[src/rtl/simplespislave_pkg.sv]
// Shared constants for the SPI target: status bit positions, write-1-to-clear bits, default idle byte.
package simplespislave_pkg;

  localparam int unsigned ST_RX_NE  = 0;
  localparam int unsigned ST_RX_FULL = 1;
  localparam int unsigned ST_TX_FULL = 2;
  localparam int unsigned ST_SEL    = 3;
  localparam int unsigned ST_OVR    = 4;
  localparam int unsigned ST_UDR    = 5;

  localparam int unsigned W1C_OVR = 12;
  localparam int unsigned W1C_UDR = 13;

  localparam logic [7:0] DEFAULT_IDLE_BYTE = 8'hFF;

endpackage

[src/rtl/simplespislave_fifo.sv]
// Show-ahead synchronous FIFO; pointers carry a wrap bit so full/empty need no counter.
module simplespislave_fifo #(
  parameter int unsigned DEPTH = 4,
  parameter int unsigned WIDTH = 8
) (
  input  logic             clk,
  input  logic             reset,
  input  logic             push_i,
  input  logic             pop_i,
  input  logic [WIDTH-1:0] data_i,
  output logic             full_o,
  output logic             empty_o,
  output logic [WIDTH-1:0] head_o
);

  localparam int unsigned AW = $clog2(DEPTH);
  localparam logic [AW:0] PTR_ONE = {{AW{1'b0}}, 1'b1};

  logic [WIDTH-1:0] mem_q [DEPTH];
  logic [AW:0]      wr_ptr_q, wr_ptr_d, rd_ptr_q, rd_ptr_d;
  logic             do_push, do_pop;

  assign empty_o = (wr_ptr_q == rd_ptr_q);
  assign full_o  = (wr_ptr_q[AW] != rd_ptr_q[AW]) && (wr_ptr_q[AW-1:0] == rd_ptr_q[AW-1:0]);
  // A simultaneous pop frees the slot, so a push into a full FIFO still lands.
  assign do_pop  = pop_i & ~empty_o;
  assign do_push = push_i & (~full_o | do_pop);
  assign head_o  = empty_o ? '0 : mem_q[rd_ptr_q[AW-1:0]];

  always_comb begin
    wr_ptr_d = do_push ? wr_ptr_q + PTR_ONE : wr_ptr_q;
    rd_ptr_d = do_pop  ? rd_ptr_q + PTR_ONE : rd_ptr_q;
  end

  always_ff @(posedge clk or posedge reset) begin
    if (reset) begin
      wr_ptr_q <= '0;
      rd_ptr_q <= '0;
    end else begin
      wr_ptr_q <= wr_ptr_d;
      rd_ptr_q <= rd_ptr_d;
    end
  end

  always_ff @(posedge clk) begin
    if (do_push) mem_q[wr_ptr_q[AW-1:0]] <= data_i;
  end

endmodule

[src/rtl/simplespislave.sv]
// SPI mode-0 target with RX FIFO and single TX holding register, oversampled on clk.
// Optional registered interrupt output enabled by defining SIMPLESPISLAVE_IRQ_EN.
module simplespislave
  import simplespislave_pkg::*;
#(
  parameter int unsigned RX_DEPTH    = 4,
  parameter logic [7:0]  IDLE_BYTE   = DEFAULT_IDLE_BYTE,
  parameter int unsigned SYNC_STAGES = 2
) (
  input  logic        clk,
  input  logic        reset,
  input  logic        sck,
  input  logic        mosi,
  input  logic        cs_n,
  output logic        miso,
  output logic        miso_oe,
  input  logic        reg_tx_we,
  input  logic        reg_rx_re,
  input  logic        reg_ctrl_we,
  input  logic [31:0] reg_di,
  output logic [31:0] reg_do,
  output logic        irq
);

  logic [SYNC_STAGES-1:0] sck_sync_q, mosi_sync_q, csn_sync_q;
  logic                   sck_prev_q, csn_prev_q;
  logic                   sck_s, mosi_s, csn_s;
  logic                   sck_rise, sck_fall, cs_fall, cs_rise;

  logic       selected_q, selected_d;
  logic [2:0] bitcnt_q, bitcnt_d;
  logic [7:0] tx_shift_q, tx_shift_d;
  logic [7:0] rx_shift_q, rx_shift_d;
  logic [7:0] hold_q, hold_d;
  logic       tx_full_q, tx_full_d;
  logic       ovr_q, ovr_d, udr_q, udr_d;
  logic       push, reload, udr_set;
  logic       fifo_full, fifo_empty;
  logic [7:0] rx_head, status;
  logic       unused_di;

  // cs_n chain resets low so a controller still holding cs_n low after reset produces no select edge.
  always_ff @(posedge clk or posedge reset) begin
    if (reset) begin
      sck_sync_q  <= '0;
      mosi_sync_q <= '0;
      csn_sync_q  <= '0;
      sck_prev_q  <= 1'b0;
      csn_prev_q  <= 1'b0;
    end else begin
      sck_sync_q  <= {sck_sync_q[SYNC_STAGES-2:0], sck};
      mosi_sync_q <= {mosi_sync_q[SYNC_STAGES-2:0], mosi};
      csn_sync_q  <= {csn_sync_q[SYNC_STAGES-2:0], cs_n};
      sck_prev_q  <= sck_s;
      csn_prev_q  <= csn_s;
    end
  end

  assign sck_s    = sck_sync_q[SYNC_STAGES-1];
  assign mosi_s   = mosi_sync_q[SYNC_STAGES-1];
  assign csn_s    = csn_sync_q[SYNC_STAGES-1];
  assign sck_rise = sck_s & ~sck_prev_q;
  assign sck_fall = ~sck_s & sck_prev_q;
  assign cs_fall  = ~csn_s & csn_prev_q;
  assign cs_rise  = csn_s & ~csn_prev_q;

  always_comb begin
    selected_d = selected_q;
    bitcnt_d   = bitcnt_q;
    tx_shift_d = tx_shift_q;
    rx_shift_d = rx_shift_q;
    hold_d     = hold_q;
    tx_full_d  = tx_full_q;
    ovr_d      = ovr_q;
    udr_d      = udr_q;
    push       = 1'b0;
    reload     = 1'b0;
    udr_set    = 1'b0;

    if (cs_fall) begin
      selected_d = 1'b1;
      bitcnt_d   = 3'd0;
      reload     = 1'b1;
    end else if (cs_rise) begin
      selected_d = 1'b0;
      bitcnt_d   = 3'd0;
    end else if (selected_q) begin
      if (sck_rise) begin
        rx_shift_d = {rx_shift_q[6:0], mosi_s};
        bitcnt_d   = bitcnt_q + 3'd1;
        push       = (bitcnt_q == 3'd7);
      end else if (sck_fall) begin
        if (bitcnt_q == 3'd0) reload = 1'b1;
        else                  tx_shift_d = {tx_shift_q[6:0], 1'b0};
      end
    end

    if (reload) begin
      if (tx_full_q) begin
        tx_shift_d = hold_q;
        tx_full_d  = 1'b0;
      end else begin
        tx_shift_d = IDLE_BYTE;
        udr_set    = 1'b1;
      end
    end
    // A CPU write in the reload cycle refills the holding register after the old value was taken.
    if (reg_tx_we) begin
      hold_d    = reg_di[7:0];
      tx_full_d = 1'b1;
    end

    if (reg_ctrl_we && reg_di[W1C_OVR]) ovr_d = 1'b0;
    if (reg_ctrl_we && reg_di[W1C_UDR]) udr_d = 1'b0;
    if (push && fifo_full && !reg_rx_re) ovr_d = 1'b1;
    if (udr_set) udr_d = 1'b1;
  end

  always_ff @(posedge clk or posedge reset) begin
    if (reset) begin
      selected_q <= 1'b0;
      bitcnt_q   <= 3'd0;
      tx_shift_q <= 8'hFF;
      tx_full_q  <= 1'b0;
      ovr_q      <= 1'b0;
      udr_q      <= 1'b0;
    end else begin
      selected_q <= selected_d;
      bitcnt_q   <= bitcnt_d;
      tx_shift_q <= tx_shift_d;
      tx_full_q  <= tx_full_d;
      ovr_q      <= ovr_d;
      udr_q      <= udr_d;
    end
  end

  always_ff @(posedge clk) begin
    rx_shift_q <= rx_shift_d;
    hold_q     <= hold_d;
  end

  simplespislave_fifo #(
    .DEPTH (RX_DEPTH),
    .WIDTH (8)
  ) u_rx_fifo (
    .clk     (clk),
    .reset   (reset),
    .push_i  (push),
    .pop_i   (reg_rx_re),
    .data_i  ({rx_shift_q[6:0], mosi_s}),
    .full_o  (fifo_full),
    .empty_o (fifo_empty),
    .head_o  (rx_head)
  );

  always_comb begin
    status             = '0;
    status[ST_RX_NE]   = ~fifo_empty;
    status[ST_RX_FULL] = fifo_full;
    status[ST_TX_FULL] = tx_full_q;
    status[ST_SEL]     = selected_q;
    status[ST_OVR]     = ovr_q;
    status[ST_UDR]     = udr_q;
  end

  assign reg_do    = {16'b0, status, rx_head};
  assign miso      = tx_shift_q[7];
  assign miso_oe   = selected_q;
  assign unused_di = ^{reg_di[31:14], reg_di[11:8]};

`ifdef SIMPLESPISLAVE_IRQ_EN
  logic irq_q;
  always_ff @(posedge clk or posedge reset) begin
    if (reset) irq_q <= 1'b0;
    else       irq_q <= status[ST_RX_NE] | ovr_q | udr_q;
  end
  assign irq = irq_q;
`else
  assign irq = 1'b0;
`endif

endmodule
[config.mk]
export PLATFORM = sky130hd
export DESIGN_NAME = simplespislave
export DESIGN_NICKNAME = d
export VERILOG_FILES = /design/src/rtl/simplespislave_pkg.sv /design/src/rtl/simplespislave_fifo.sv /design/src/rtl/simplespislave.sv
export SDC_FILE = /design/constraint.sdc
export NUM_CORES = 1
export LEC_CHECK = 0
export BUFFER_PORTS_ARGS = -buffer_cell sky130_fd_sc_hd__buf_2
export CORE_ASPECT_RATIO = 0.7
export CORE_MARGIN = 2
export CORE_UTILIZATION = 33
export CTS_CLUSTER_DIAMETER = 100
export CTS_CLUSTER_SIZE = 8
export DETAILED_ROUTE_END_ITERATION = 8
export PLACE_DENSITY_LB_ADDON = 0.05
export SYNTH_ARGS = -nofsm -noshare
export SYNTH_HDL_FRONTEND = slang
export SYNTH_SLANG_ARGS = --single-unit
[constraint.sdc]
create_clock -name clk -period 3.5 [get_ports clk]
set_clock_uncertainty 0.1 [all_clocks]
set_input_delay 0.35 -clock clk [delete_from_list [all_inputs] [get_ports clk]]
set_output_delay 0.35 -clock clk [all_outputs]
set_load 0.02 [all_outputs]
==> results by group <==
Global routing
  – Most Crowded Layer GR: met1
  – Initial antenna violation count: 0
  – Vias in the first global route: 1649
  – First-pass GRT wire length: a little under 9 mm
  – Largest net degree at the start of global routing: 26
  – Total congestion overflow: 0
  – M2 GR Usage: 15.68%
  – GRT Total Usage: 11.61%
  – Global-route met1 utilization: 16.37%
  – Met3 usage: 5.339%

CTS
  – H-tree depth: 3
  – Setup Fix Bufs, Post-CTS: 0
  – CTS tree: built
  – Clock Tree Buf Depth: 2
  – Clk Latency, worst-skew pair: 0.33 ns
  – Post-CTS Resized: 0
  – CTS buffer count: 9
  – Clk pin slew, worst setup/hold paths: 0.06 ns
  – CTS root buf: clkbuf_16
  – Total clock sinks: 76

Detailed routing
  – Routed vias: around 1600
  – Total routed wirelength: 5.422 mm
  – Detailed Routing Iterations Pass 1: 4
  – Post-route antenna net violation count: 0
  – Vias/cell: 4.243
  – Residual DRC count: 0
  – Initial drt markers: 62
  – Drt wl/cell: 14.16 um

STA
  – Final setup fails: 0
  – Worst Max-Slew Pin Slew: between 0.9 and 1 ns
  – Slew HR: ~34%
  – Max frequency: 395.0 MHz
  – Minimum clock period: 2.532 ns
  – RSZ-0062 raised after global routing: no
  – Final period utilization: 72.34%
  – Worst hold slack: 0.02428 ns
  – Setup TNS Final: 0 ns
  – Number of max-slew violations in the final report: 0
  – Final hold violation count: 0

Critical path
  – RR Startpoint: csn_sync_q[1]
  – Worst reg2reg endpoint: u_rx_fifo.mem_q[1][2]
  – CP Max Fanout: 7
  – R2R depth: 5
  – R2R Setup Slk: 1.09 ns
  – Crit path DAT: 2.08 ns
  – Critical path class: flip-flop to output pin
  – Crit. End Element: output pin
  – CP required: 3.05 ns
  – Crit start category: flip-flop

Placed design
  – IO buf count: 33
  – Dpl hpwl: between 3 and 4 mm
  – GP Congestion: 0.6577

Cells and area
  – Most common cell after layout, fill and taps aside: edfxtp_1
  – Commonest cells after routing, fill and taps aside: 47 x edfxtp_1, 33 x buf_2, 21 x dfrtp_1
  – Synthesis-to-layout area growth: 17.34%
  – Layout cells sized above 1: 30.59%
  – Final nets: 300
  – N_diodes: 0

Floorplan
  – Initial Util: 34.07%
  – Die area: 10870 um^2
  – Row count: 30
  – Die width: 123.7 um
  – Io pins: 75
  – CORE AREA: 9722 um^2
  – Die Span Y: 87.82 um

Synth
  – Synth unique cells: 38
  – Cell Area, Synth: 3312 um^2
  – Synth Instances: 213
  – Syn avg cell area: 15.55 um^2
  – Synth warn: 0
  – Post-synthesis sequential area ratio: 64.83%
  – Flops & latches, synth: 76

Min path
  – Worst hold stages: 1
  – Worst hold path type: input pin to flip-flop
  – Hold EP: sck_sync_q[0]
  – Min-Delay Startpoint: sck

Status
  – Status: finished, final reports clean

Flow run
  – # Max-Cap Violations: 0

Power
  – Tot Pwr: roughly 2.8 mW
  – P per Cell Area: 717.4 nW/um^2
  – Max VDD drop: 0.4088 mV
  – Leakage: 1.574 nW
## state kept, by name, indices dropped and copies added, names as in the netlist
signal / cells
rx_shift_q: 7
sck_sync_q: 2
mosi_sync_q: 2
hold_q: 8
ovr_q: 1
miso_oe: 1
u_rx_fifo.wr_ptr_q: 3
bitcnt_q: 3
tx_shift_q: 8
u_rx_fifo.rd_ptr_q: 3
csn_prev_q: 1
u_rx_fifo.mem_q: 32
sck_prev_q: 1
tx_full_q: 1
csn_sync_q: 2
udr_q: 1
## layer usage
metal	vias up	wire [um]
met5	-	0
met4	0	42
met3	5	354
met2	48	2180
met1	785	2844
li1	787	-
## critical path: stages, from the launching register on
cell     delay (ns)
dfrtp_1        0.65
buf_4          0.27
mux4_2         0.51
and2_1         0.16
buf_2          0.15
## power breakdown
group	total [mW]	internal, mW	leakage (nW)	switching [mW]
registers	1.11	1.03	0.770	0.0862
clock network	1.12	0.770	0.173	0.354
logic	0.550	0.260	0.632	0.290
## cell usage after synthesis
library cell	number	area share (%)
a21oi_4	1	0.49
nand2_2	1	0.19
xnor2_2	1	0.49
a31oi_1	1	0.19
a21o_1	1	0.23
nand2b_1	7	1.3
buf_2	2	0.30
mux4_2	8	5.4
o31ai_1	1	0.23
buf_4	24	5.4
nand3b_4	1	0.60
o31a_4	1	0.53
nor2b_1	1	0.19
ha_1	10	3.8
inv_1	8	0.91
and3b_1	1	0.26
clkbuf_1	1	0.11
nand2_1	12	1.4
o21ai_0	1	0.15
and2_1	12	2.3
dfstp_2	8	6.3
buf_6	2	0.68
xnor2_4	1	0.83
dfrtp_1	21	16
nor4b_2	1	0.45
o21bai_2	1	0.34
mux2_4	1	0.45
o21ai_1	7	1.1
a22o_1	1	0.26
mux2_2	2	0.68
nor3_1	4	0.60
nor2_1	3	0.34
o311ai_1	1	0.26
edfxtp_1	47	43
nand3_1	2	0.30
mux2i_1	9	2.7
conb_1	1	0.11
xnor2_1	6	1.6
## metrics by stage
step                      util, %  std cells  setup WS [ns]  area (um^2)
after floorplan                 -        231          1.431         3379
after global placement      36.11        366          1.075         3511
after detailed placement    36.11        366          1.077         3511
after CTS                   39.87        382         0.8976         3876
after global routing        39.97        383         0.7634         3886
final                       39.97        383         0.9681         3886
## final cells by class
| class | instances | area, um^2 |
|---|---|---|
| sequential | 76 | 2147 |
| clock inverter | 6 | 136.4 |
| timing repair buffer | 37 | 197.7 |
| clock buffer | 10 | 229.0 |
| multi-input combinational | 118 | 985.9 |
| inverter | 8 | 30.03 |
| tap | 128 | 160.2 |
| fill | 912 | 5836 |
## worst max path at each step
stage,depth (start not counted),start,to
CTS,4,u_rx_fifo.rd_ptr_q[0],reg_do[0]
floorplan,6,csn_sync_q[1],u_rx_fifo.mem_q[3][0]
global route,4,u_rx_fifo.wr_ptr_q[2],reg_do[1]
finish,4,u_rx_fifo.rd_ptr_q[0],reg_do[0]
global placement,5,csn_sync_q[1],u_rx_fifo.mem_q[3][3]
detailed placement,5,csn_sync_q[1],u_rx_fifo.mem_q[3][3]
## what timing repair did
item	CTS	global route
endpoints found under the setup margin	0	0
hold buffers	0	1
endpoints found under the hold margin	0	1
## cells by family (layout without fill, tap and decap cells)
kind of cell | after synthesis | in the layout | synth area share (%)
adders and majority gates | 10 | 10 | 3.778
buffers and inverters | 37 | 61 | 7.442
muxes | 20 | 20 | 9.293
other | 1 | 19 | 0.1132
and+or+nand+nor | 45 | 45 | 7.896
xor gates and xnor gates | 8 | 8 | 2.909
AOI/OAI and AO/OA | 16 | 16 | 3.740
DFF | 76 | 76 | 64.83
Note: power is estimated with default switching activity, not from simulation.
